===== src/rtl/warp_launcher.sv =====
// ----------------------------------------------------------------------------
// warp_launcher
//
// Block-level warp launcher for one SIMT core. It accepts a thread-block
// launch (start PC, thread count) and writes the initial context of each warp
// into the warp-context store, one warp per cycle. The last warp gets a
// partial active mask when the thread count is not a multiple of WARP_SIZE.
// It then waits for every warp it launched to report done, pulses block_done,
// and re-arms for the next launch.
//
// Ports:
//   clk, rst_n            clock, asynchronous active-low reset
//   launch_valid/ready    launch handshake (ready only while idle)
//   launch_pc             start PC shared by all warps of the block
//   launch_thread_count   threads in the block (1 .. NUM_WARPS*WARP_SIZE)
//   abort                 synchronous abandon of the current block
//   init_valid/warp_id/pc/mask   one warp-context write per cycle
//   warp_done             per-slot done flags from the context store
//   launched_mask         slots owned by the current block
//   busy                  launcher is not idle
//   block_done            one-cycle pulse when all launched warps are done
//   launch_error          one-cycle pulse when a request is rejected
// ----------------------------------------------------------------------------
package warp_launcher_pkg;
    localparam int WARP_SIZE  = 32;
    localparam int DATA_WIDTH = 32;

    typedef enum logic [1:0] {
        ST_IDLE,
        ST_LAUNCH,
        ST_WAIT,
        ST_DONE
    } state_e;
endpackage

module warp_launcher
    import warp_launcher_pkg::*;
#(
    parameter int NUM_WARPS     = 4,
    parameter int WARP_SIZE     = warp_launcher_pkg::WARP_SIZE,
    parameter int DATA_WIDTH    = warp_launcher_pkg::DATA_WIDTH,
    parameter int WARP_ID_WIDTH = $clog2(NUM_WARPS),
    parameter int CNT_WIDTH     = $clog2(NUM_WARPS * WARP_SIZE + 1)
) (
    input  logic                     clk,
    input  logic                     rst_n,
    input  logic                     launch_valid,
    output logic                     launch_ready,
    input  logic [DATA_WIDTH-1:0]    launch_pc,
    input  logic [CNT_WIDTH-1:0]     launch_thread_count,
    input  logic                     abort,
    output logic                     init_valid,
    output logic [WARP_ID_WIDTH-1:0] init_warp_id,
    output logic [DATA_WIDTH-1:0]    init_pc,
    output logic [WARP_SIZE-1:0]     init_mask,
    input  logic [NUM_WARPS-1:0]     warp_done,
    output logic [NUM_WARPS-1:0]     launched_mask,
    output logic                     busy,
    output logic                     block_done,
    output logic                     launch_error
);

    // WARP_SIZE is a power of two, so the remainder is a bit slice and the
    // division is a shift.
    localparam int WS_BITS = $clog2(WARP_SIZE);
    localparam int SUM_W   = CNT_WIDTH + 1;
    localparam logic [CNT_WIDTH-1:0] MAX_THREADS = CNT_WIDTH'(NUM_WARPS * WARP_SIZE);

    state_e                   state_q, state_d;
    logic                     init_valid_q, init_valid_d;
    logic [WARP_ID_WIDTH-1:0] init_warp_id_q, init_warp_id_d;
    logic [DATA_WIDTH-1:0]    init_pc_q, init_pc_d;
    logic [WARP_SIZE-1:0]     init_mask_q, init_mask_d;
    logic [NUM_WARPS-1:0]     launched_mask_q, launched_mask_d;
    logic                     block_done_q, block_done_d;
    logic                     launch_error_q, launch_error_d;
    logic [WARP_ID_WIDTH-1:0] last_warp_q, last_warp_d;
    logic [WS_BITS-1:0]       rem_q, rem_d;

    logic                     count_bad;
    logic [WARP_ID_WIDTH-1:0] req_last_warp;
    logic [WS_BITS-1:0]       req_rem;

    // Active mask for one warp: full, unless it is the last warp of a block
    // whose thread count leaves a remainder.
    function automatic logic [WARP_SIZE-1:0] warp_mask(input logic             is_last,
                                                       input logic [WS_BITS-1:0] rem);
        if (is_last && rem != '0) begin
            return (WARP_SIZE'(1) << rem) - WARP_SIZE'(1);
        end
        return '1;
    endfunction

    assign count_bad = (launch_thread_count == '0) || (launch_thread_count > MAX_THREADS);
    assign req_rem   = launch_thread_count[WS_BITS-1:0];
    // ceil(count / WARP_SIZE) - 1, summed one bit wider so count + WARP_SIZE-1
    // cannot overflow. Only meaningful when count_bad is low.
    assign req_last_warp = WARP_ID_WIDTH'(
        (({1'b0, launch_thread_count} + SUM_W'(WARP_SIZE - 1)) >> WS_BITS) - SUM_W'(1));

    // NOTE: every signal written here gets a default first, so no path leaves
    // one unassigned and no latch is inferred.
    always_comb begin
        state_d         = state_q;
        init_valid_d    = 1'b0;
        init_warp_id_d  = init_warp_id_q;
        init_pc_d       = init_pc_q;
        init_mask_d     = init_mask_q;
        launched_mask_d = launched_mask_q;
        block_done_d    = 1'b0;
        launch_error_d  = 1'b0;
        last_warp_d     = last_warp_q;
        rem_d           = rem_q;

        unique case (state_q)
            ST_IDLE: begin
                if (launch_valid) begin
                    if (count_bad) begin
                        launch_error_d = 1'b1;
                    end else begin
                        // The warp-0 write is registered on the acceptance
                        // edge so it appears in the very next cycle.
                        state_d         = ST_LAUNCH;
                        last_warp_d     = req_last_warp;
                        rem_d           = req_rem;
                        init_valid_d    = 1'b1;
                        init_warp_id_d  = '0;
                        init_pc_d       = launch_pc;
                        init_mask_d     = warp_mask(req_last_warp == '0, req_rem);
                        launched_mask_d = NUM_WARPS'(1);
                    end
                end
            end
            ST_LAUNCH: begin
                // init_warp_id_q is the warp being written this cycle.
                if (init_warp_id_q == last_warp_q) begin
                    state_d = ST_WAIT;
                end else begin
                    init_valid_d    = 1'b1;
                    init_warp_id_d  = init_warp_id_q + WARP_ID_WIDTH'(1);
                    init_mask_d     = warp_mask(init_warp_id_d == last_warp_q, rem_q);
                    launched_mask_d = launched_mask_q | (NUM_WARPS'(1) << init_warp_id_d);
                end
            end
            ST_WAIT: begin
                if ((warp_done & launched_mask_q) == launched_mask_q) begin
                    state_d      = ST_DONE;
                    block_done_d = 1'b1;
                end
            end
            ST_DONE: begin
                state_d         = ST_IDLE;
                launched_mask_d = '0;
            end
            default: state_d = ST_IDLE;
        endcase

        // Abort overrides everything above, but only once a block is active.
        if (abort && state_q != ST_IDLE) begin
            state_d         = ST_IDLE;
            init_valid_d    = 1'b0;
            launched_mask_d = '0;
            block_done_d    = 1'b0;
        end
    end

    // NOTE: sequential state uses non-blocking assignments only, so every
    // flop samples its _d value from before this edge.
    always_ff @(posedge clk or negedge rst_n) begin
        if (!rst_n) begin
            state_q         <= ST_IDLE;
            init_valid_q    <= 1'b0;
            init_warp_id_q  <= '0;
            init_pc_q       <= '0;
            init_mask_q     <= '0;
            launched_mask_q <= '0;
            block_done_q    <= 1'b0;
            launch_error_q  <= 1'b0;
            last_warp_q     <= '0;
            rem_q           <= '0;
        end else begin
            state_q         <= state_d;
            init_valid_q    <= init_valid_d;
            init_warp_id_q  <= init_warp_id_d;
            init_pc_q       <= init_pc_d;
            init_mask_q     <= init_mask_d;
            launched_mask_q <= launched_mask_d;
            block_done_q    <= block_done_d;
            launch_error_q  <= launch_error_d;
            last_warp_q     <= last_warp_d;
            rem_q           <= rem_d;
        end
    end

    assign launch_ready  = (state_q == ST_IDLE);
    assign busy          = (state_q != ST_IDLE);
    assign init_valid    = init_valid_q;
    assign init_warp_id  = init_warp_id_q;
    assign init_pc       = init_pc_q;
    assign init_mask     = init_mask_q;
    assign launched_mask = launched_mask_q;
    assign block_done    = block_done_q;
    assign launch_error  = launch_error_q;

endmodule


===== config.mk =====
export PLATFORM = sky130hd
export DESIGN_NAME = warp_launcher
export DESIGN_NICKNAME = d
export VERILOG_FILES = /design/src/rtl/warp_launcher.sv
export SDC_FILE = /design/constraint.sdc
export NUM_CORES = 1
export LEC_CHECK = 0
export BUFFER_PORTS_ARGS = -buffer_cell sky130_fd_sc_hd__buf_2
export CAP_MARGIN = 20
export CORE_MARGIN = 4
export CORE_UTILIZATION = 54
export DETAILED_ROUTE_END_ITERATION = 6
export HOLD_SLACK_MARGIN = 0.06
export PLACE_DENSITY = 0.81
export SLEW_MARGIN = 40
export SYNTH_ARGS = -nofsm -noshare
export SYNTH_HDL_FRONTEND = slang
export SYNTH_SLANG_ARGS = --single-unit

===== constraint.sdc =====
create_clock -name clk -period 2.9 [get_ports clk]
set_input_delay 0.435 -clock clk [delete_from_list [all_inputs] [get_ports clk]]
set_output_delay 0.435 -clock clk [all_outputs]
set_load 0.02 [all_outputs]

==> flow_metrics.env, run 1 <==
export IMPL_outcome="completed"
export IMPL_via_per_inst=6.06
export IMPL_cts_sinks=82
export IMPL_synth_commonest_cells="dfrtp_1, nand2_1, o21ai_0, mux2_4, clkbuf_1"
export IMPL_cp_end_kind="flip-flop"
export IMPL_tightest_slew_ps=674
export IMPL_ys_seq_elements=82
export IMPL_hold_viol_final=0
export IMPL_wl_met2_um=6450
export IMPL_start_util_pct=56.4
export IMPL_initialDrtViolationCount=386
export IMPL_io_buffers=122
export IMPL_fillers=716
export IMPL_gp_congestion=0.931
export IMPL_cts_root_buf="clkbuf_8"
export IMPL_timing_slew_headroom_pct=55.0
export IMPL_regArea_um2=2050
export IMPL_vias=4409
export IMPL_dp_cells=711
export IMPL_setup_viol=0
export IMPL_hold_class="in2async"
export IMPL_postCtsHoldBufs=0
export IMPL_grt_max_degree=83
export IMPL_crit_fanout=12
export IMPL_dr_pass1_iters=5
export IMPL_finalNetCount=673
export IMPL_critPathKind="reg2reg"
export IMPL_synthMostInstantiatedCell="dfrtp_1"
export IMPL_ioPinCount=123
export IMPL_worstPathArrival_ps=2960
export IMPL_cts_setup_buffers=0
export IMPL_grt_overflow=0
export IMPL_synth_area_leaders="dfrtp_1, mux2_4, o21ai_0"
export IMPL_required_ps=3180
export IMPL_layout_drive_gt1_share_pct=34.4
export IMPL_topRoutingLayerUsed="met4"
export IMPL_num_antenna_cells=0
export IMPL_cts_resized=0
export IMPL_max_freq_mhz=374
export IMPL_leakage_nw=2.72
export IMPL_period_share_pct=92.3
export IMPL_rsz0062_at_grt="no"
export IMPL_netlist_cell_type_count=62
export IMPL_yosys_warnings=0
export IMPL_multi_input_area_um2=2630
export IMPL_clk_pin_slew_ps=100
export IMPL_grt_total_usage_pct=25.5
export IMPL_antenna_found_initial=0
export IMPL_async_flop_share_pct=100
export IMPL_die_width_um=104
export IMPL_row_count=34
export IMPL_min_period_ps=2680
export IMPL_cts_buffer_depth=2
export IMPL_syn_area_um2=4990
export IMPL_wl_met1_um=5880
export IMPL_cts_buffers=9
export IMPL_synth_top_area_share_pct=41.1
export IMPL_slew_violations=0
export IMPL_dp_slack_ps=270
export IMPL_area_delta_synth_final_pct=16.7
export IMPL_dr_wl_met3_um=1110
export IMPL_cts_htree_levels=3
export IMPL_clk_latency_ps=370
export IMPL_cellPowerDensity_nw_per_um2=1180
export IMPL_fin_cells=727
export IMPL_synth_area_leader_cell="dfrtp_1"
export IMPL_ir_drop_mv=0.617
export IMPL_drc_errors=0
export IMPL_ant_nets=0
export IMPL_ys_seq_area_share_pct=41.1
export IMPL_dp_hpwl_um=9820
export IMPL_syn_nets=566
export IMPL_die_h_um=104
export IMPL_cts_tree="built"
export IMPL_synth_area_per_cell_um2=9.84
export IMPL_synth_main_ff_cell="dfrtp_1"
export IMPL_maxCapViolCount=0
export IMPL_fin_ws_ps=223
export IMPL_synth_edf_count=0
export IMPL_core_area_um2=8850
export IMPL_die_area_um2=10800
export IMPL_start_kind="flip-flop"
export IMPL_final_core_util_pct=65.8
export IMPL_grt_pass1_wl_um=22400
export IMPL_fin_skew_ps=16.7
export IMPL_fin_setup_tns_ps=0
export IMPL_avgRoutedWirePerCell_um=18.8
export IMPL_syn_inst=507
export IMPL_drt_wl_total_um=13700
export IMPL_first_global_vias=4234
==> report_power, final <==
part / leakage [nW] / switching [mW] / internal, mW
logic: 1.68 / 2.42 / 1.65
registers: 0.972 / 0.343 / 1.72
clock network: 0.0722 / 0.441 / 0.315
==> cell type report <==
cell class	instances	area share (%)
clock buffers	11	2.26
clock inverters	5	0.666
inverters	14	0.902
multi-input cells	364	45.1
flip-flops and latches	82	35.2
well taps	108	2.32
repair buffers	143	13.6
==> sequential cells by signal (all words and copies together) (netlist names) <==
name,count
launched_mask,4
state_q,2
init_mask,32
rem_q,5
init_valid,1
init_pc,32
launch_error,1
block_done,1
init_warp_id,2
last_warp_q,2
==> cells in the final DEF, fill, tap and decap left out, types with 4 or more instances in the layout <==
master,netlist,routed
nand2b_1,10,10
or3_1,7,7
nand2_1,50,50
o31ai_1,8,8
buf_2,8,121
a21oi_1,21,21
inv_1,14,14
clkinvlp_4,0,4
mux2_2,6,6
nor4_1,5,5
nand3_1,8,8
mux2_4,33,33
a21o_1,14,14
nor2b_1,12,12
nor2_1,23,23
a22o_1,11,11
clkbuf_8,0,10
a221oi_1,11,11
and2_1,4,4
dfrtp_1,82,82
o22ai_1,6,6
nor3_1,10,10
a211oi_1,5,5
buf_4,0,20
a31oi_1,10,10
xor2_1,4,4
ha_1,11,11
nand4_1,4,4
o21ai_0,43,43
==> through the flow <==
| step | power (mW) | hold slack [ps] | cell area (um2) |
|---|---|---|---|
| detailed placement | 6.12 | 455 | 5650 |
| global route | 7.36 | 155 | 5820 |
| floorplan | 4.95 | 139 | 4990 |
| finish | 6.89 | 92.0 | 5820 |
| CTS | 6.88 | 143 | 5820 |
| global placement | 6.04 | 446 | 5650 |
==> final timing paths <==
kind | cells past startpoint | start | end | slack [ps]
worst max-delay path | 9 | rem_q[1] | init_mask[28] | 220
min in group clk | 2 | launch_pc[16] | init_pc[16] | 290
max in group asynchronous | 1 | rst_n | init_pc[25] | 2320
worst max register to register | 9 | rem_q[1] | init_mask[28] | 220
worst min-delay path | 1 | rst_n | init_pc[14] | 90
worst min register to register | 1 | init_mask[0] | init_mask[0] | 470
==> metal layers <==
layer / vias up / track usage [%]
li1: 2061 / -
met2: 219 / 41.1
met3: 23 / 4.84
met5: - / 0
met4: 0 / 7.41
met1: 2106 / 35.0
==> worst max-delay path: stages (launching register included) <==
cell and delay, ps:
dfrtp_1 400, or3_1 480, nor3_2 160, inv_1 100, ha_1 310, or2_2 400, o32a_1 300, o32ai_1 160
o21ai_0 130, o21ai_0 160
==> logic make-up after synthesis <==
kind of cell,synth area share [%]
compound gates,22.0
flops,41.1
simple gates,15.3
xor+xnor,1.05
mux,11.5
buf+inv,6.29
fa+ha+maj,2.76
Note: power is estimated with default switching activity, not from simulation.
==> run 2, diff against run 1 <==
--- a/config.mk
+++ b/config.mk
@@ -8,4 +8,5 @@
 export BUFFER_PORTS_ARGS = -buffer_cell sky130_fd_sc_hd__buf_2
 export CAP_MARGIN = 20
+export CORE_ASPECT_RATIO = 1.2
 export CORE_MARGIN = 4
 export CORE_UTILIZATION = 54
==> constraint.sdc (replaced) <==
create_clock -name clk -period 2.9 [get_ports clk]
set_input_delay 0.58 -clock clk [delete_from_list [all_inputs] [get_ports clk]]
set_output_delay 0.58 -clock clk [all_outputs]
set_load 0.02 [all_outputs]
==> run 2 against run 1 <==
Effect of this change:
- cell count rose by 2.9%
- power rose by 2.0%
- clock power rose by 3%
- fmax fell by 1.7%
- first-iteration DRC count up 19%
- clock-buffer cell count is 2 lower
- wire length grew 5.3%
- global-route usage is 1.3 points higher
- cell area grew 1.7%
- combinational power is 3% higher
- sequential share of layout area fell by 0.60 points
- critical path depth stayed put
==> flow_metrics.env, run 2 (same netlist as run 1, synthesis figures left out) <==
export IMPL_ff2ff_setup_slack_ps=180
export IMPL_worstPathArrival_ps=3010
export IMPL_drc_errors=0
export IMPL_cts_htree_levels=3
export IMPL_final_cell_area_um2=5920
export IMPL_start_kind="flip-flop"
export IMPL_reg2reg_to="init_mask[28]"
export IMPL_critPathTopFamily="simple AND/OR/NAND/NOR gates"
export IMPL_leakage_nw=2.79
export IMPL_postCtsHoldBufs=0
export IMPL_core_area_um2=9030
export IMPL_rsz0062_at_grt="no"
export IMPL_cts_buffer_depth=2
export IMPL_path_common_cell="o21ai_0"
export IMPL_via_per_inst=6.09
export IMPL_clk_latency_ps=360
export IMPL_layout_commonest_cell="buf_2"
export IMPL_crit_fanout=14
export IMPL_fin_hold_ws_ps=194
export IMPL_cts_setup_buffers=0
export IMPL_vias=4556
export IMPL_final_cell_mix="buf_2, dfrtp_1, nand2_1"
export IMPL_timing_slew_headroom_pct=62.0
export IMPL_fin_setup_tns_ps=0
export IMPL_die_h_um=113
export IMPL_dr_pass1_iters=5
export IMPL_drt_wl_total_um=14400
export IMPL_die_area_um2=10800
export IMPL_grt_pass1_wl_um=22700
export IMPL_tightest_slew_ps=555
export IMPL_fin_skew_ps=10.0
export IMPL_cts_tree="built"
export IMPL_fin_cells=748
export IMPL_antenna_found_initial=0
export IMPL_max_freq_mhz=367
export IMPL_crit_path_max_incr_delay_ps=480
export IMPL_slew_violations=0
export IMPL_dp_hpwl_um=10400
export IMPL_maxCapViolCount=0
export IMPL_initialDrtViolationCount=458
export IMPL_outcome="completed"
export IMPL_cts_resized=0
export IMPL_critPathKind="reg2reg"
export IMPL_hold_class="in2async"
export IMPL_crit_path_cell_trace="or3_1 > nor3_4 > inv_1 > ha_2 > or2_2 > o32a_1 > o32ai_1 > o21ai_0 > o21ai_0"
export IMPL_row_count=38
export IMPL_cellPowerDensity_nw_per_um2=1190
export IMPL_crit_slowest_cell="or3_1"
export IMPL_finalNetCount=682
export IMPL_ant_nets=0
export IMPL_area_delta_synth_final_pct=18.7
export IMPL_io_buffers=122
export IMPL_cts_buffers=9
export IMPL_cts_root_buf="clkbuf_8"
export IMPL_dp_cells=732
export IMPL_first_global_vias=4512
export IMPL_cp_end_kind="flip-flop"
export IMPL_ir_drop_mv=0.558
export IMPL_start_util_pct=55.2
export IMPL_avgRoutedWirePerCell_um=19.3
export IMPL_cts_sinks=82
export IMPL_num_antenna_cells=0
export IMPL_grt_overflow=0
export IMPL_worstReg2RegStart="rem_q[1]"
export IMPL_grt_total_usage_pct=26.8
export IMPL_grt_max_degree=65
export IMPL_reg2reg_depth=9
export IMPL_min_period_ps=2720
export IMPL_clk_pin_slew_ps=90
export IMPL_crit_buf_inv=1
export IMPL_setup_viol=0
export IMPL_die_width_um=95.8
export IMPL_layout_drive_gt1_share_pct=35.7
export IMPL_required_ps=3180
export IMPL_period_share_pct=93.9
export IMPL_gp_congestion=0.922
export IMPL_place_area_um2=5740
export IMPL_ioPinCount=123
export IMPL_hold_viol_final=0
==> run 2: cell count changes in the layout (fill, tap and decap cells not counted), sizes merged <==
cell,before,now
clkinvlp,4,0
clkbuf,12,9
buf,142,152
inv,15,17
clkinv,0,4
==> run 2: through the flow <==
stage	total power, mW	util (%)	setup slack, ps
2_1_floorplan	4.95	-	232
3_3_place_gp	6.11	63.6	199
3_5_place_dp	6.22	63.6	81.6
4_1_cts	7.00	65.5	43.2
5_1_grt	7.49	65.6	41.3
6_report	7.03	65.6	178
==> run 2: worst max path at each step <==
stage,startpoint,to,slack [ps],cells after the start
6_report,rem_q[1],init_mask[28],180,9
5_1_grt,rem_q[1],init_mask[28],40,9
4_1_cts,rem_q[1],init_mask[28],40,9
3_5_place_dp,rem_q[1],init_mask[28],80,9
3_3_place_gp,rem_q[1],init_mask[28],200,9
2_1_floorplan,launch_thread_count[2],init_mask[12],230,11
==> run 2: where the power goes <==
part           internal (mW)  switching [mW]
logic                   1.68            2.49
registers               1.72           0.352
clock network          0.317           0.458
total                   3.72            3.30
==> run 2: final cells by class <==
type,count,area (um2)
fill,755,3110
multi-input combinational,364,2630
sequential,82,2050
timing repair buffer,152,863
tap,120,150
clock buffer,9,124
inverter,14,52.6
clock inverter,7,50.0
==> run 2: routing by layer <==
metal / track usage [%] / share of wire [%] / up-vias
met3: 5.45 / 8.5 / 54
met5: 0 / 0 / -
li1: - / - / 2081
met4: 13.2 / 4.4 / 0
met1: 33.3 / 40 / 2165
met2: 43.7 / 47 / 256
==> run 3, diff against run 2 <==
- CORE_UTILIZATION: 54 -> 41
- PLACE_DENSITY: 0.81 -> default
- clock period: 2.9 -> 3.1 ns (I/O delays scaled with it)
==> run 3 against run 2 <==
Effect of this change:
- wire length about the same
- clock-buffer cell count unchanged
- core utilization decreased by 13 points
- sequential share of layout area decreased by 1.5 points
- die area increased by 29%
- combinational power decreased by 6.0%
- worst hold slack got worse by 78 ps
- critical path type unchanged
- largest power group unchanged
==> flow_metrics.env, run 3 (same netlist as run 1, synthesis figures left out) <==
export IMPL_outcome="completed"
export IMPL_grt_overflow=0
export IMPL_row_count=43
export IMPL_final_core_util_pct=52.7
export IMPL_cellPowerDensity_nw_per_um2=1140
export IMPL_hold_class="in2async"
export IMPL_fin_cells=789
export IMPL_critPathKind="reg2reg"
export IMPL_cts_root_buf="clkbuf_16"
export IMPL_clk_latency_ps=340
export IMPL_antenna_found_initial=0
export IMPL_timing_slew_headroom_pct=61.2
export IMPL_crit_fanout=9
export IMPL_ir_drop_mv=0.414
export IMPL_period_share_pct=87.3
export IMPL_cts_htree_levels=3
export IMPL_final_cell_mix="buf_2, dfrtp_1, nand2_1"
export IMPL_setup_viol=0
export IMPL_place_area_um2=5830
export IMPL_hold_viol_final=0
export IMPL_fin_hold_ws_ps=116
export IMPL_crit_path_cell_trace="or3_1 > nor3_2 > inv_1 > ha_1 > or2_2 > o32a_1 > o32ai_1 > o21ai_0 > o21ai_0"
export IMPL_first_global_vias=4374
export IMPL_avgRoutedWirePerCell_um=18.3
export IMPL_fin_skew_ps=9.62
export IMPL_cts_setup_buffers=0
export IMPL_drt_wl_total_um=14400
export IMPL_slew_violations=0
export IMPL_start_util_pct=42.5
export IMPL_crit_slowest_cell="or3_1"
export IMPL_layout_commonest_cell="buf_2"
export IMPL_die_area_um2=14000
export IMPL_die_width_um=109
export IMPL_ioPinCount=123
export IMPL_maxCapViolCount=0
export IMPL_worstPathArrival_ps=2980
export IMPL_leakage_nw=2.88
export IMPL_die_h_um=129
export IMPL_grt_max_degree=83
export IMPL_area_delta_synth_final_pct=24.0
export IMPL_core_area_um2=11700
export IMPL_required_ps=3370
export IMPL_grt_total_usage_pct=20.8
export IMPL_io_buffers=122
export IMPL_postCtsHoldBufs=0
export IMPL_dr_pass1_iters=6
export IMPL_tightest_slew_ps=568
export IMPL_dp_hpwl_um=10500
export IMPL_layout_drive_gt1_share_pct=36.1
export IMPL_max_freq_mhz=370
export IMPL_min_period_ps=2710
export IMPL_cts_sinks=82
export IMPL_cts_buffers=9
export IMPL_cts_buffer_depth=2
export IMPL_gp_congestion=0.952
export IMPL_finalNetCount=686
export IMPL_cts_resized=0
export IMPL_path_common_cell="o21ai_0"
export IMPL_final_cell_area_um2=6190
export IMPL_vias=4451
export IMPL_drc_errors=0
export IMPL_via_per_inst=5.64
export IMPL_clk_pin_slew_ps=70
export IMPL_fin_setup_tns_ps=0
export IMPL_initialDrtViolationCount=355
export IMPL_cts_tree="built"
export IMPL_ant_nets=0
export IMPL_grt_pass1_wl_um=22900
export IMPL_cp_end_kind="flip-flop"
export IMPL_dp_cells=772
export IMPL_start_kind="flip-flop"
export IMPL_rsz0062_at_grt="no"
export IMPL_num_antenna_cells=0
export IMPL_crit_path_max_incr_delay_ps=450
run 3: cell count changes in the layout (fill, tap and decap cells not counted), moves of 2 or more:
cell,before,now
bufinv_16,0,2
clkbuf_16,0,9
clkbuf_8,9,0
clkinv_2,3,0
run 3: report_power, final:
part	internal [mW]	total, mW	switching (mW)
sequential	1.61	1.95	0.332
combinational	1.63	3.93	2.30
clock	0.720	1.20	0.478
total	3.96	7.07	3.11
run 3: stage by stage:
step           power [mW]  setup WS [ps]
2_1_floorplan        4.63            392
3_3_place_gp         5.85            416
3_5_place_dp         5.89            391
4_1_cts              7.11            427
5_1_grt              7.56            212
6_report             7.07            394
run 3: metal layers:
| layer | vias to the layer above | share of wire [%] | track usage [%] |
|---|---|---|---|
| met5 | - | 0 | 0 |
| met1 | 2144 | 42 | 26.6 |
| li1 | 2086 | - | - |
| met4 | 0 | 2.7 | 9.44 |
| met3 | 28 | 7.1 | 3.21 |
| met2 | 193 | 48 | 34.6 |
run 3: path summary, 6_finish.rpt:
kind / start / to / slack [ps] / cells past startpoint
worst min-delay path: rst_n / block_done / 120 / 1
worst max-delay path: rem_q[1] / init_mask[28] / 390 / 9
max in group asynchronous: rst_n / init_mask[13] / 2430 / 2
worst max register to register: rem_q[1] / init_mask[28] / 390 / 9
min in group clk: init_mask[11] / init_mask[11] / 480 / 1
worst min register to register: init_mask[11] / init_mask[11] / 480 / 1
run 3: critical path, delay by kind of cell (launching register included):
family / cells / cell delay, ps
AOI/OAI and AO/OA: 4 / 710
adders and majority gates: 1 / 300
buffers and inverters: 1 / 140
DFF: 1 / 370
and+or+nand+nor: 3 / 1110
run 3: area by class of cell:
cell class	count	area, um2
fill	1092	5540
multi-input combinational	364	2630
sequential	82	2050
timing repair buffer	156	930
clock buffer	9	225
tap	157	196
clock inverter	7	105
inverter	14	52.6
